## src/rtl/mtsp_alu_simd_ba_if.sv

```systemverilog
// Operand/result handshake bundle for the packed-SIMD byte-arithmetic unit.
// master drives operands and out_ready; slave is the ALU.
interface mtsp_alu_simd_ba_if #(
  parameter int LW    = 8,
  parameter int LANES = 4
);
  localparam int DW = LW * LANES;

  logic          in_valid;
  logic          in_ready;
  logic [1:0]    in_mode;
  logic [DW-1:0] src0a;
  logic [DW-1:0] src0b;
  logic [DW-1:0] src1a;
  logic [DW-1:0] src1b;
  logic          out_valid;
  logic          out_ready;
  logic [1:0]    out_mode;
  logic [DW-1:0] dout0;
  logic [DW-1:0] dout1;

  modport master (
    output in_valid, in_mode, src0a, src0b,
    output src1a, src1b, out_ready,
    input  in_ready, out_valid, out_mode,
    input  dout0, dout1
  );

  modport slave (
    input  in_valid, in_mode, src0a, src0b,
    input  src1a, src1b, out_ready,
    output in_ready, out_valid, out_mode,
    output dout0, dout1
  );
endinterface

```

## src/rtl/mtsp_alu_simd_ba.sv

```systemverilog
// Packed-SIMD saturating add/sub and 2-/4-way average, 2-stage valid/ready pipe.
// Define MTSP_ALU_BA_ROUND_EN for round-half-up averages (default truncates).
module mtsp_alu_simd_ba #(
  parameter int LW    = 8,
  parameter int LANES = 4
) (
  input logic               clk,
  input logic               rst,
  mtsp_alu_simd_ba_if.slave bus
);
  localparam int DW = LW * LANES;
  localparam int SW = LW + 1;
  localparam int AW = LW + 2;
  localparam int PW = SW * LANES;

  localparam logic [1:0] ADDS = 2'd0;
  localparam logic [1:0] SUBS = 2'd1;
  localparam logic [1:0] AVG2 = 2'd2;

`ifdef MTSP_ALU_BA_ROUND_EN
  localparam logic [AW-1:0] R1 = AW'(1);
  localparam logic [AW-1:0] R2 = AW'(2);
`else
  localparam logic [AW-1:0] R1 = '0;
  localparam logic [AW-1:0] R2 = '0;
`endif

  logic          s1_valid;
  logic [1:0]    s1_mode;
  logic [PW-1:0] s1_p0;
  logic [PW-1:0] s1_p1;

  logic          out_valid;
  logic [1:0]    out_mode;
  logic [DW-1:0] dout0;
  logic [DW-1:0] dout1;

  logic          adv1;
  logic          adv2;
  logic [PW-1:0] p0_d;
  logic [PW-1:0] p1_d;
  logic [DW-1:0] r0_d;
  logic [DW-1:0] r1_d;
  logic [SW-1:0] a0, b0, a1, b1;
  logic [SW-1:0] x0, x1;

  assign adv2 = ~out_valid | bus.out_ready;
  assign adv1 = ~s1_valid | adv2;

  assign bus.in_ready  = adv1;
  assign bus.out_valid = out_valid;
  assign bus.out_mode  = out_mode;
  assign bus.dout0     = dout0;
  assign bus.dout1     = dout1;

  // EX0: one LW+1 bit sum (or diff, MSB = borrow) per lane and phase
  always_comb begin
    p0_d = '0;
    p1_d = '0;
    a0   = '0;
    b0   = '0;
    a1   = '0;
    b1   = '0;
    for (int l = 0; l < LANES; l++) begin
      a0 = {1'b0, bus.src0a[l*LW +: LW]};
      b0 = {1'b0, bus.src0b[l*LW +: LW]};
      a1 = {1'b0, bus.src1a[l*LW +: LW]};
      b1 = {1'b0, bus.src1b[l*LW +: LW]};
      if (bus.in_mode == SUBS) begin
        p0_d[l*SW +: SW] = a0 - b0;
        p1_d[l*SW +: SW] = a1 - b1;
      end else begin
        p0_d[l*SW +: SW] = a0 + b0;
        p1_d[l*SW +: SW] = a1 + b1;
      end
    end
  end

  // EX1: saturate or average; AVG4 widens to LW+2 so nothing wraps
  always_comb begin
    r0_d = '0;
    r1_d = '0;
    x0   = '0;
    x1   = '0;
    for (int l = 0; l < LANES; l++) begin
      x0 = s1_p0[l*SW +: SW];
      x1 = s1_p1[l*SW +: SW];
      unique case (s1_mode)
        ADDS: begin
          r0_d[l*LW +: LW] = x0[LW] ? '1 : x0[LW-1:0];
          r1_d[l*LW +: LW] = x1[LW] ? '1 : x1[LW-1:0];
        end
        SUBS: begin
          r0_d[l*LW +: LW] = x0[LW] ? '0 : x0[LW-1:0];
          r1_d[l*LW +: LW] = x1[LW] ? '0 : x1[LW-1:0];
        end
        AVG2: begin
          r0_d[l*LW +: LW] = LW'((AW'(x0) + R1) >> 1);
          r1_d[l*LW +: LW] = LW'((AW'(x1) + R1) >> 1);
        end
        default: begin
          r0_d[l*LW +: LW] = LW'((AW'(x0) + AW'(x1) + R2) >> 2);
          r1_d[l*LW +: LW] = LW'((AW'(x0) + AW'(x1) + R2) >> 2);
        end
      endcase
    end
  end

  always_ff @(posedge clk) begin
    if (rst) begin
      s1_valid  <= 1'b0;
      s1_mode   <= '0;
      s1_p0     <= '0;
      s1_p1     <= '0;
      out_valid <= 1'b0;
      out_mode  <= '0;
      dout0     <= '0;
      dout1     <= '0;
    end else begin
      if (adv1) begin
        s1_valid <= bus.in_valid;
        if (bus.in_valid) begin
          s1_mode <= bus.in_mode;
          s1_p0   <= p0_d;
          s1_p1   <= p1_d;
        end
      end
      if (adv2) begin
        out_valid <= s1_valid;
        if (s1_valid) begin
          out_mode <= s1_mode;
          dout0    <= r0_d;
          dout1    <= r1_d;
        end
      end
    end
  end
endmodule

```

## src/flat_wrapper.sv

```systemverilog
// flat-port wrapper written by rule: the top's interface ports become plain ports
module mtsp_alu_simd_ba_flat 
#(
  parameter int LW    = 8,
  parameter int LANES = 4
)
  (clk, rst, bus_in_valid, bus_in_mode, bus_src0a, bus_src0b, bus_src1a, bus_src1b, bus_out_ready, bus_in_ready, bus_out_valid, bus_out_mode, bus_dout0, bus_dout1);
  mtsp_alu_simd_ba_if #(.LW(LW), .LANES(LANES)) bus_i ();
  input logic clk;
  input logic rst;
  input wire logic [$bits(bus_i.in_valid)-1:0] bus_in_valid;
  input wire logic [$bits(bus_i.in_mode)-1:0] bus_in_mode;
  input wire logic [$bits(bus_i.src0a)-1:0] bus_src0a;
  input wire logic [$bits(bus_i.src0b)-1:0] bus_src0b;
  input wire logic [$bits(bus_i.src1a)-1:0] bus_src1a;
  input wire logic [$bits(bus_i.src1b)-1:0] bus_src1b;
  input wire logic [$bits(bus_i.out_ready)-1:0] bus_out_ready;
  output wire logic [$bits(bus_i.in_ready)-1:0] bus_in_ready;
  output wire logic [$bits(bus_i.out_valid)-1:0] bus_out_valid;
  output wire logic [$bits(bus_i.out_mode)-1:0] bus_out_mode;
  output wire logic [$bits(bus_i.dout0)-1:0] bus_dout0;
  output wire logic [$bits(bus_i.dout1)-1:0] bus_dout1;
  assign bus_i.in_valid = bus_in_valid;
  assign bus_i.in_mode = bus_in_mode;
  assign bus_i.src0a = bus_src0a;
  assign bus_i.src0b = bus_src0b;
  assign bus_i.src1a = bus_src1a;
  assign bus_i.src1b = bus_src1b;
  assign bus_i.out_ready = bus_out_ready;
  assign bus_in_ready = bus_i.in_ready;
  assign bus_out_valid = bus_i.out_valid;
  assign bus_out_mode = bus_i.out_mode;
  assign bus_dout0 = bus_i.dout0;
  assign bus_dout1 = bus_i.dout1;
  mtsp_alu_simd_ba #(.LW(LW), .LANES(LANES)) u_core (.clk(clk), .rst(rst), .bus(bus_i));
endmodule
```

## config.mk

```make
export PLATFORM = sky130hd
export DESIGN_NAME = mtsp_alu_simd_ba_flat
export DESIGN_NICKNAME = d
export VERILOG_FILES = /design/src/rtl/mtsp_alu_simd_ba_if.sv /design/src/rtl/mtsp_alu_simd_ba.sv /design/src/flat_wrapper.sv
export SDC_FILE = /design/constraint.sdc
export NUM_CORES = 1
export LEC_CHECK = 0
export CAP_MARGIN = 10
export CORE_ASPECT_RATIO = 0.6
export CORE_MARGIN = 5
export CORE_UTILIZATION = 35
export DETAILED_ROUTE_END_ITERATION = 12
export PLACE_DENSITY = 0.53
export SYNTH_ARGS = -nofsm -noshare
export SYNTH_HDL_FRONTEND = slang
export SYNTH_SLANG_ARGS = --single-unit
```

## constraint.sdc

```tcl
create_clock -name clk -period 4.9 [get_ports clk]
set_input_delay 1.47 -clock clk [delete_from_list [all_inputs] [get_ports clk]]
set_output_delay 1.47 -clock clk [all_outputs]
set_load 0.02 [all_outputs]
```

==> impl_metrics.ini <==
[global_routing]
globalRouteTotalUtil = 0.215
grt_max_degree = 68
antenna_found_initial = 0
grt_pass1_wl_um = 62300
grt_pass1_vias = 11100
grt.overflow.total = 0

[clock_network]
cts_setup_buffers = 0
cts_tree = done
cts_htree_levels = 4
cts-buffers-inserted = 17
clock_sinks = 142
cts_buffer_depth = 2
clock_latency_ps = 440
root_buffer = clkbuf_16
clkTransAtPathRegs_ps = 60
cts_resized = 0
hold_buffers = 0

[cells_and_area]
layout.nets = 1925
fillers = 3171
areaGrowthSynthToFinish_pct = 26.9
regArea_um2 = 2850
antenna_cells = 0
final_cell_mix = a21oi_1, clkdlybuf4s50_1, nor2_1
drive_gt1_frac = 0.0431
stdcell_area_um2 = 14400
final_common_cell = a21oi_1
multi_input_area_um2 = 7970

[placement]
dpl.hpwl_um = 30900
place_area_um2 = 13800
port_buffers = 201
gp_congestion = 0.900

[logic_synthesis]
yosysWarnings = 0
ys_seq_area_frac = 0.250
ys.flop_type = dfxtp_1
synth.distinct_cells = 64
ys_async_sr_fraction = 0
synth_edf_count = 0
netlist_area_um2 = 11400
ys_ff_latch = 142
synthCells = 1517
avgSynthCellArea_um2 = 7.50
syn-num-nets = 1763

[route]
dr.pass1.iters = 5
drc = 0
vias_per_cell = 5.54
vias = 11700
routed_wl_um = 39900
first_iter_violations = 768
wl_per_cell_um = 18.9
ant_nets = 0

[floorplanning]
start_util = 0.353
die_area_um2 = 36300
die_w_um = 243
core_area_um2 = 32200
die_h_um = 150
rows = 51
ios = 202

[sta]
setup_viol = 0
min_period_ps = 4220
maxSlewViolCount = 0
finalClockSkew_ps = 11.0
max_freq_ghz = 0.237
tightest_slew_ps = 889
setup_tns_ps = 0
finalCritPeriodShare = 0.861
hold_viol = 0
slew_headroom = 0.407
rsz0062_at_grt = false

[critical_path]
required_ps = 3430
cp_common_cell = clkdlybuf4s50_1
r2r_cells = 5
crit_fanout = 4
critical-path-slowest-cell = clkdlybuf4s50_1
critPathCaptureType = primary output
worst_setup_path_start_kind = primary input
crit_arrival_ps = 2750
cpPeakStageDelay_ps = 630
crit_chain = clkdlybuf4s50_1, nand3b_1, clkdlybuf4s50_1
worstSetupPathType = primary input to primary output

[status]
outcome = finished clean

[power_and_ir_drop]
cellLeakagePower_nw = 5.72
ir_drop_mv = 0.300
power-per-cell-area_nw_per_um2 = 305

[min_path]
whs_path_depth = 2
min_path_type = flip-flop to flip-flop

[flow_run]
drv_cap = 0
[sequential cells by signal (all words and copies together) (netlist names)]
register and flops:
u_core.bus.dout1 32, u_core.bus.out_mode 2, u_core.bus.dout0 32, u_core.s1_p0 36, u_core.s1_valid 1, u_core.s1_p1 36
u_core.s1_mode 2, u_core.bus.out_valid 1
[per-layer routing]
metal / vias up / global-route usage / wire length [µm]
met1: 5500 / 0.290 / 19100
li1: 5906 / - / -
met5: - / 0 / 0
met2: 283 / 0.360 / 18500
met4: 0 / 0.0530 / 690
met3: 35 / 0.0382 / 1630
[cell type report]
type                            instances  area share
Inverter                               70      0.0182
Clock inverter                         15      0.0146
Sequential cell                       142       0.197
Tap cell                              424      0.0367
Timing Repair Buffer                  219       0.152
Multi-Input combinational cell       1229       0.552
Clock buffer                           17      0.0295
[through the flow]
stage | hold WS (ps) | instances | utilization | worst slack (ps) | power, mW
floorplan | 456 | 1517 | - | 785 | 2.42
global placement | 452 | 2084 | 0.428 | 522 | 2.98
detailed placement | 455 | 2084 | 0.428 | 482 | 2.99
CTS | 465 | 2116 | 0.448 | 665 | 4.44
global route | 477 | 2116 | 0.448 | 612 | 4.68
finish | 462 | 2116 | 0.448 | 682 | 4.41
[cell families after synthesis]
group | count (synthesis) | synth area share
AOI/OAI and AO/OA | 540 | 0.294
xor gates and xnor gates | 68 | 0.0523
adders and majority gates | 112 | 0.128
buffers and inverters | 146 | 0.0505
DFF | 142 | 0.250
muxes | 8 | 0.00748
and+or+nand+nor | 501 | 0.217
[worst paths after layout]
check | start | to | slack (ps)
setup / recovery | bus_out_ready | bus_in_ready | 680
hold / removal | u_core.bus.out_mode[0] | u_core.bus.out_mode[0] | 460
setup reg to reg | u_core.s1_mode[1] | u_core.bus.dout0[12] | 2070
hold reg to reg | u_core.bus.out_mode[0] | u_core.bus.out_mode[0] | 460
[cells in the mapped netlist, drive strengths merged, types with 3 or more instances]
cell type / n / share of area
a21oi: 204 / 0.090
dfxtp: 142 / 0.25
nor2: 142 / 0.047
o21ai: 113 / 0.050
ha: 104 / 0.11
nand2: 95 / 0.031
inv: 69 / 0.023
nand3: 57 / 0.025
nor3: 56 / 0.025
xnor2: 51 / 0.039
a211oi: 50 / 0.033
clkbuf: 43 / 0.014
o21a: 39 / 0.026
a31oi: 35 / 0.019
buf: 33 / 0.013
nor2b: 27 / 0.016
or3: 27 / 0.015
nand2b: 20 / 0.011
xor2: 17 / 0.013
nor3b: 14 / 0.0092
nand3b: 13 / 0.0086
o31ai: 13 / 0.0086
a311oi: 12 / 0.0098
and3: 12 / 0.0066
a21o: 9 / 0.0059
nor4: 9 / 0.0049
o2111ai: 9 / 0.0069
o31a: 9 / 0.0069
and2: 8 / 0.0044
fa: 8 / 0.014
or4: 8 / 0.0053
a211o: 7 / 0.0054
o32ai: 6 / 0.0046
a21boi: 5 / 0.0033
nand4: 5 / 0.0027
o2111a: 5 / 0.0049
and4: 4 / 0.0031
mux2: 4 / 0.0040
mux2i: 4 / 0.0035
o221a: 4 / 0.0040
a2111oi: 3 / 0.0029
[worst max-delay path: cells and delay by family]
family | cells | cell delay, ps
buf+inv | 2 | 1100
simple gates | 1 | 170
[where the power goes]
part	leakage, nW	switching (mW)	internal (mW)
clock network	0.308	0.572	0.862
logic	4.24	0.851	0.687
registers	1.17	0.159	1.27
Power figures use the tool's default switching activity.
